<file path="src/rtl/kl8e_pkg.sv">
// kl8e_pkg: shared constants for the KL8E console controller.
//   - IOT operation codes for the keyboard (KCF..KRB) and teleprinter (TFL..TLS)
//   - default device codes for the keyboard (03) and teleprinter (04)
//   - transmit sequencer state encoding
package kl8e_pkg;

  // Default IOT device codes (IR[3:8]).
  localparam logic [5:0] KBD_DEV_DEF = 6'o03;
  localparam logic [5:0] TTY_DEV_DEF = 6'o04;

  // Keyboard operations (IR[9:11]); bits combine except for KIE.
  localparam logic [2:0] KCF = 3'o0;
  localparam logic [2:0] KSF = 3'o1;
  localparam logic [2:0] KCC = 3'o2;
  localparam logic [2:0] KRS = 3'o4;
  localparam logic [2:0] KIE = 3'o5;
  localparam logic [2:0] KRB = 3'o6;

  // Teleprinter operations (IR[9:11]); bits combine except for TSK.
  localparam logic [2:0] TFL = 3'o0;
  localparam logic [2:0] TSF = 3'o1;
  localparam logic [2:0] TCF = 3'o2;
  localparam logic [2:0] TPC = 3'o4;
  localparam logic [2:0] TSK = 3'o5;
  localparam logic [2:0] TLS = 3'o6;

  typedef enum logic [1:0] {
    TX_IDLE      = 2'd0,
    TX_STROBE    = 2'd1,
    TX_WAIT_BUSY = 2'd2,
    TX_WAIT_DONE = 2'd3
  } tx_state_e;

endpackage

</file>
<file path="src/rtl/kl8e_tx_fsm.sv">
// kl8e_tx_fsm: hands one character to the UART and reports completion.
// Ports:
//   clk, rst_n    clock, asynchronous active-low reset
//   start         TPC decoded this cycle (ignored unless idle)
//   data_in       character to print
//   tx_rdy        UART can accept a character
//   tx_data       latched character presented to the UART
//   tx_stb        one-cycle UART load strobe
//   done          one-cycle pulse when the UART has finished the character
module kl8e_tx_fsm
  import kl8e_pkg::*;
(
  input  logic       clk,
  input  logic       rst_n,
  input  logic       start,
  input  logic [7:0] data_in,
  input  logic       tx_rdy,
  output logic [7:0] tx_data,
  output logic       tx_stb,
  output logic       done
);

  tx_state_e  state_q, state_d;
  logic [7:0] tx_data_q, tx_data_d;

  always_ff @(posedge clk or negedge rst_n) begin
    if (!rst_n) begin
      state_q   <= TX_IDLE;
      tx_data_q <= 8'h00;
    end else begin
      state_q   <= state_d;
      tx_data_q <= tx_data_d;
    end
  end

  // The UART is seen going busy before waiting for it to come ready again,
  // so a txRdy that has not yet dropped after the strobe is not mistaken
  // for completion.
  always_comb begin
    state_d   = state_q;
    tx_data_d = tx_data_q;
    done      = 1'b0;
    case (state_q)
      TX_IDLE: begin
        if (start) begin
          tx_data_d = data_in;
          state_d   = TX_STROBE;
        end
      end
      TX_STROBE:    state_d = TX_WAIT_BUSY;
      TX_WAIT_BUSY: if (!tx_rdy) state_d = TX_WAIT_DONE;
      TX_WAIT_DONE: begin
        if (tx_rdy) begin
          done    = 1'b1;
          state_d = TX_IDLE;
        end
      end
      default: state_d = TX_IDLE;
    endcase
  end

  assign tx_data = tx_data_q;
  assign tx_stb  = (state_q == TX_STROBE);

endmodule

</file>
<file path="src/rtl/kl8e_console.sv">
// kl8e_console: PDP-8 console terminal controller (KL8E equivalent).
// Decodes keyboard/teleprinter IOTs from the CPU and runs the UART handshake.
// Ports:
//   SYSCLK, RESET        clock, asynchronous active-low reset
//   ioStb/ioDev/ioOp     IOT strobe, device code, operation bits
//   acIn                 AC contents from the CPU
//   acOut/acClr/skip     IOT response, valid while ioAck is high
//   ioAck                one-cycle response pulse, one cycle after ioStb
//   irq                  interrupt request (level)
//   txData/txStb/txRdy   UART transmit handshake
//   rxData/rxRdy/rxAck   UART receive handshake
module kl8e_console
  import kl8e_pkg::*;
#(
  parameter logic [5:0] KBD_DEV     = KBD_DEV_DEF,
  parameter logic [5:0] TTY_DEV     = TTY_DEV_DEF,
  parameter logic       MARK_PARITY = 1'b1
) (
  input  logic        SYSCLK,
  input  logic        RESET,
  input  logic        ioStb,
  input  logic [5:0]  ioDev,
  input  logic [2:0]  ioOp,
  input  logic [11:0] acIn,
  output logic [11:0] acOut,
  output logic        acClr,
  output logic        skip,
  output logic        ioAck,
  output logic        irq,
  output logic [7:0]  txData,
  output logic        txStb,
  input  logic        txRdy,
  input  logic [7:0]  rxData,
  input  logic        rxRdy,
  output logic        rxAck
);

  localparam logic [7:0] PARITY_MASK = MARK_PARITY ? 8'h80 : 8'h00;

  logic        kb_flag_q, kb_flag_d;
  logic        tt_flag_q, tt_flag_d;
  logic        int_en_q,  int_en_d;
  logic [7:0]  kb_buf_q,  kb_buf_d;
  logic        rx_ack_q,  rx_ack_d;
  logic        io_ack_q,  io_ack_d;
  logic        skip_q,    skip_d;
  logic        ac_clr_q,  ac_clr_d;
  logic [11:0] ac_out_q,  ac_out_d;
  logic        irq_q,     irq_d;

  logic kb_hit, tt_hit, kb_clr, tt_clr, tt_set_op, tx_start, tx_done, rx_take;
  logic unused_ac_hi;

  // Only the low byte of AC is printed and only AC11 enables interrupts.
  assign unused_ac_hi = ^acIn[11:8];

  kl8e_tx_fsm u_tx (
    .clk     (SYSCLK),
    .rst_n   (RESET),
    .start   (tx_start),
    .data_in (acIn[7:0]),
    .tx_rdy  (txRdy),
    .tx_data (txData),
    .tx_stb  (txStb),
    .done    (tx_done)
  );

  always_ff @(posedge SYSCLK or negedge RESET) begin
    if (!RESET) begin
      kb_flag_q <= 1'b0;
      tt_flag_q <= 1'b0;
      int_en_q  <= 1'b1;
      kb_buf_q  <= 8'h00;
      rx_ack_q  <= 1'b0;
      io_ack_q  <= 1'b0;
      skip_q    <= 1'b0;
      ac_clr_q  <= 1'b0;
      ac_out_q  <= 12'o0000;
      irq_q     <= 1'b0;
    end else begin
      kb_flag_q <= kb_flag_d;
      tt_flag_q <= tt_flag_d;
      int_en_q  <= int_en_d;
      kb_buf_q  <= kb_buf_d;
      rx_ack_q  <= rx_ack_d;
      io_ack_q  <= io_ack_d;
      skip_q    <= skip_d;
      ac_clr_q  <= ac_clr_d;
      ac_out_q  <= ac_out_d;
      irq_q     <= irq_d;
    end
  end

  always_comb begin
    kb_hit    = ioStb && (ioDev == KBD_DEV);
    tt_hit    = ioStb && (ioDev == TTY_DEV);
    io_ack_d  = kb_hit || tt_hit;
    skip_d    = 1'b0;
    ac_clr_d  = 1'b0;
    ac_out_d  = 12'o0000;
    kb_clr    = 1'b0;
    tt_clr    = 1'b0;
    tt_set_op = 1'b0;
    tx_start  = 1'b0;
    int_en_d  = int_en_q;

    // KIE reuses the KSF+KRS code, so it is decoded as a whole word first.
    if (kb_hit) begin
      if (ioOp == KIE) begin
        int_en_d = acIn[0];
      end else begin
        if (ioOp == KCF) kb_clr = 1'b1;
        if (ioOp[0]) skip_d = kb_flag_q;
        if (ioOp[1]) begin
          ac_clr_d = 1'b1;
          kb_clr   = 1'b1;
        end
        if (ioOp[2]) ac_out_d = {4'b0000, kb_buf_q};
      end
    end

    // TSK likewise takes over the TSF+TPC code and prints nothing.
    if (tt_hit) begin
      if (ioOp == TSK) begin
        skip_d = tt_flag_q | kb_flag_q;
      end else begin
        if (ioOp == TFL) tt_set_op = 1'b1;
        if (ioOp[0]) skip_d = tt_flag_q;
        if (ioOp[1]) tt_clr = 1'b1;
        if (ioOp[2]) tx_start = 1'b1;
      end
    end

    // rxAck blocks a second capture of the character being acknowledged.
    rx_take  = rxRdy && !rx_ack_q;
    rx_ack_d = rx_take;
    kb_buf_d = rx_take ? (rxData | PARITY_MASK) : kb_buf_q;

    // Flag sets win over same-cycle clears so no event is lost.
    if (rx_take)     kb_flag_d = 1'b1;
    else if (kb_clr) kb_flag_d = 1'b0;
    else             kb_flag_d = kb_flag_q;

    if (tx_done || tt_set_op) tt_flag_d = 1'b1;
    else if (tt_clr)          tt_flag_d = 1'b0;
    else                      tt_flag_d = tt_flag_q;

    irq_d = int_en_d & (kb_flag_d | tt_flag_d);
  end

  assign acOut = ac_out_q;
  assign acClr = ac_clr_q;
  assign skip  = skip_q;
  assign ioAck = io_ack_q;
  assign irq   = irq_q;
  assign rxAck = rx_ack_q;

endmodule

</file>
<file path="config.mk">
export PLATFORM = sky130hd
export DESIGN_NAME = kl8e_console
export DESIGN_NICKNAME = d
export VERILOG_FILES = /design/src/rtl/kl8e_pkg.sv /design/src/rtl/kl8e_tx_fsm.sv /design/src/rtl/kl8e_console.sv
export SDC_FILE = /design/constraint.sdc
export NUM_CORES = 1
export LEC_CHECK = 0
export ABC_AREA = 1
export CORE_ASPECT_RATIO = 1.1
export CORE_UTILIZATION = 43
export DETAILED_ROUTE_END_ITERATION = 10
export PLACE_DENSITY = 0.79
export SETUP_SLACK_MARGIN = 0.4
export SLEW_MARGIN = 10
export SYNTH_ARGS = -nofsm -noshare
export SYNTH_HDL_FRONTEND = slang
export SYNTH_SLANG_ARGS = --single-unit
</file>
<file path="constraint.sdc">
create_clock -name SYSCLK -period 1.4 [get_ports SYSCLK]
set_input_delay 0.28 -clock SYSCLK [delete_from_list [all_inputs] [get_ports SYSCLK]]
set_output_delay 0.28 -clock SYSCLK [all_outputs]
set_load 0.02 [all_outputs]
</file>
==> out/metrics.yaml <==
place_congestion: 0.7957
r2r_end: "u_tx.state_q[0]"
power.net_switching_uw: 865.5
cts_root_buf: "clkbuf_4"
reg2reg_setup_slack_ps: 110
rsz0062_at_grt: "yes"
end_kind: "primary output"
hold_buffers: 0
grt_pass1_vias: 1361
r2r_start: "u_tx.state_q[0]"
pwr-share-seq: 0.381
routed_wl_um: 3754
port-buffer-count: 50
cts_tree: "yes"
cts_made_buffers: 5
path_max_fanout: 2
min_period_ps: 1321
htree_levels: 2
power.density_nw_per_um2: 1165
required_ps: 1120
wl_met3_um: 175
ant_nets: 0
leakage_uw: 0.001331
seqCellArea_um2: 852.1
wl_per_cell_um: 12.35
hold_viol: 0
arrival_ps: 1040
ys_ff_latch: 34
setup.worst_path.end: "txStb"
grt_use_total: 0.2082
clk_pin_slew_ps: 110
yosysWarnings: 0
setup_viol: 0
status: "completed"
synth_cells: 173
dp_hpwl_um: 2238
p_int_uw: 2134
drt_pre_antenna_iters: 5
drcViolationCount: 0
via_per_inst: 4.651
diodes: 0
power_uw: 3000
setup_slack_ps: 79.20
clkLatencyLatePin_ps: 330
grt_pass1_wl_um: 5837
setup_tns_ps: 0
finalMaxSlewViolations: 0
ios: 60
final_nets: 294
die_h_um: 64.52
met1_length_um: 1491
core_region_area_um2: 3358
cts.sinks: 34
ys_seq_area_frac: 0.5577
rr_worst_depth: 6
preCtsSetupSlack_ps: -203.8
clock.fmax_mhz: 757.1
clock_power_share: 0.313
netlist-cell-type-count: 26
finalClockSkew_ps: 5.584
routed-via-count: 1414
fin_crit_sh: 0.9434
critPathLaunch: "u_tx.state_q[0]"
clock_path_buffers: 2
die_area_um2: 3795
post-route-util: 0.7668
p_comb_frac: 0.306
fillCellCount: 247
wl_met2_um: 2041
dieWidth_um: 58.83
syn_area_per_cell_um2: 8.831
rows: 22
drtIter0Drc: 53
switching_share: 0.2885
worstSetupPathType: "reg2out"
drive_above_1_share: 0.4063
routed.top_layer: "met4"
synth.cell_area_um2: 1528
multi_input_area_um2: 698.2
max_cap_viol_count: 0
area_growth_syn_to_layout_pct: 68.55
antenna_found_initial: 0
hold_path_class: "in2async"
start_util: 0.4549
worst_setup_path_start_kind: "flip-flop"
gr-total-overflow: 0
grt_max_degree: 35
ir_drop_uv: 879.5
## synthesized netlist by cell type
library cell / n / area [um^2]
nand2_1: 71 / 266.5
dfrtp_1: 33 / 825.8
nor2_1: 12 / 45.04
inv_1: 11 / 41.29
nand3_1: 7 / 35.03
ha_1: 5 / 62.56
buf_4: 4 / 30.03
inv_2: 4 / 15.01
nand2_2: 4 / 25.02
o21ai_0: 3 / 15.01
inv_4: 2 / 12.51
nor2_2: 2 / 12.51
o21ai_1: 2 / 10.01
and2_4: 1 / 8.760
buf_6: 1 / 11.26
clkinv_1: 1 / 3.750
clkinv_2: 1 / 5.000
conb_1: 1 / 3.750
dfstp_2: 1 / 26.28
mux2i_1: 1 / 10.01
nand3_2: 1 / 10.01
nand3_4: 1 / 17.52
nor2_4: 1 / 11.26
nor3_1: 1 / 5.000
nor3_2: 1 / 10.01
o21ai_2: 1 / 8.760
## worst max-delay path: stages (launching register included)
cell	delay, ps
dfrtp_1	420
ha_4	170
buf_6	120
## cells in the final DEF (no fill, tap or decap), types with 4 or more instances in the layout
master,n
nand2_1,61
dfrtp_1,33
buf_6,23
buf_4,21
clkdlybuf4s50_1,18
nand2_2,11
nor2_1,8
inv_1,7
nand3_1,6
dlygate4sd2_1,6
inv_2,5
clkbuf_4,5
inv_4,4
nor2_4,4
conb_1,4
## routing by layer
metal | GRT usage | vias to the layer above
met5 | 0 | -
met4 | 0.08036 | 0
met3 | 0.04192 | 7
met2 | 0.3707 | 49
met1 | 0.2411 | 678
li1 | - | 680
## what timing repair did
action                                  in CTS  in global routing
hold endpoints to repair                     0                  0
setup buffers                                7                  6
pin swaps                                    7                 13
endpoints found under the setup margin      46                 47
resized for setup                          157                 27
cloned                                       2                  0
## layout make-up
type                            count  area share
Sequential cell                    34      0.3309
Clock inverter                      2     0.02332
Multi-Input combinational cell    119      0.2711
Tap cell                           48     0.02332
Inverter                           19     0.03547
Clock buffer                        6     0.01992
Timing Repair Buffer               76      0.2959
## registers in the layout, indices dropped and copies added, names as in the netlist
signal / flops
acOut: 8
kb_buf_q: 8
u_tx.tx_data: 8
u_tx.state_q: 2
acClr: 1
int_en_q: 1
ioAck: 1
irq: 1
kb_flag_q: 1
rxAck: 1
skip: 1
tt_flag_q: 1
## worst min path at each step
stage                           start              end  depth (start not counted)
after detailed placement  kb_buf_q[5]      kb_buf_q[5]                          2
after global placement    kb_buf_q[7]      kb_buf_q[7]                          2
after CTS                       RESET  u_tx.tx_data[3]                          2
final                           RESET  u_tx.tx_data[3]                          2
after global routing            RESET  u_tx.tx_data[3]                          2
after floorplan                 RESET            acClr                          0
## per-stage QoR
stage          instances  hold WS (ps)  instance area, um^2
2_1_floorplan        176        -15.59                 1562
3_3_place_gp         281         447.1                 2196
3_5_place_dp         281         460.0                 2196
4_1_cts              298         300.7                 2472
5_1_grt              304         290.1                 2575
6_report             304         304.8                 2575
## power by group through the flow
stage,Sequential [uW],Clock [uW],Combinational (uW)
after floorplan,1190,0,366
after global placement,1140,0,710
after global routing,1160,1010,1010
after CTS,1140,950,857
final,1140,940,917
after detailed placement,1150,0,735
## kinds of logic after synthesis
| logic type | after synthesis | share of synthesized area |
|---|---|---|
| AO/OA/AOI/OAI | 6 | 0.02211 |
| adder cells (fa/ha/maj) | 5 | 0.04095 |
| buffers and inverters | 24 | 0.07780 |
| flip-flops | 34 | 0.5577 |
| multiplexers | 1 | 0.006552 |
| other | 1 | 0.002455 |
| AND/OR/NAND/NOR | 102 | 0.2924 |
No activity file was read; power rests on OpenSTA's default activity.
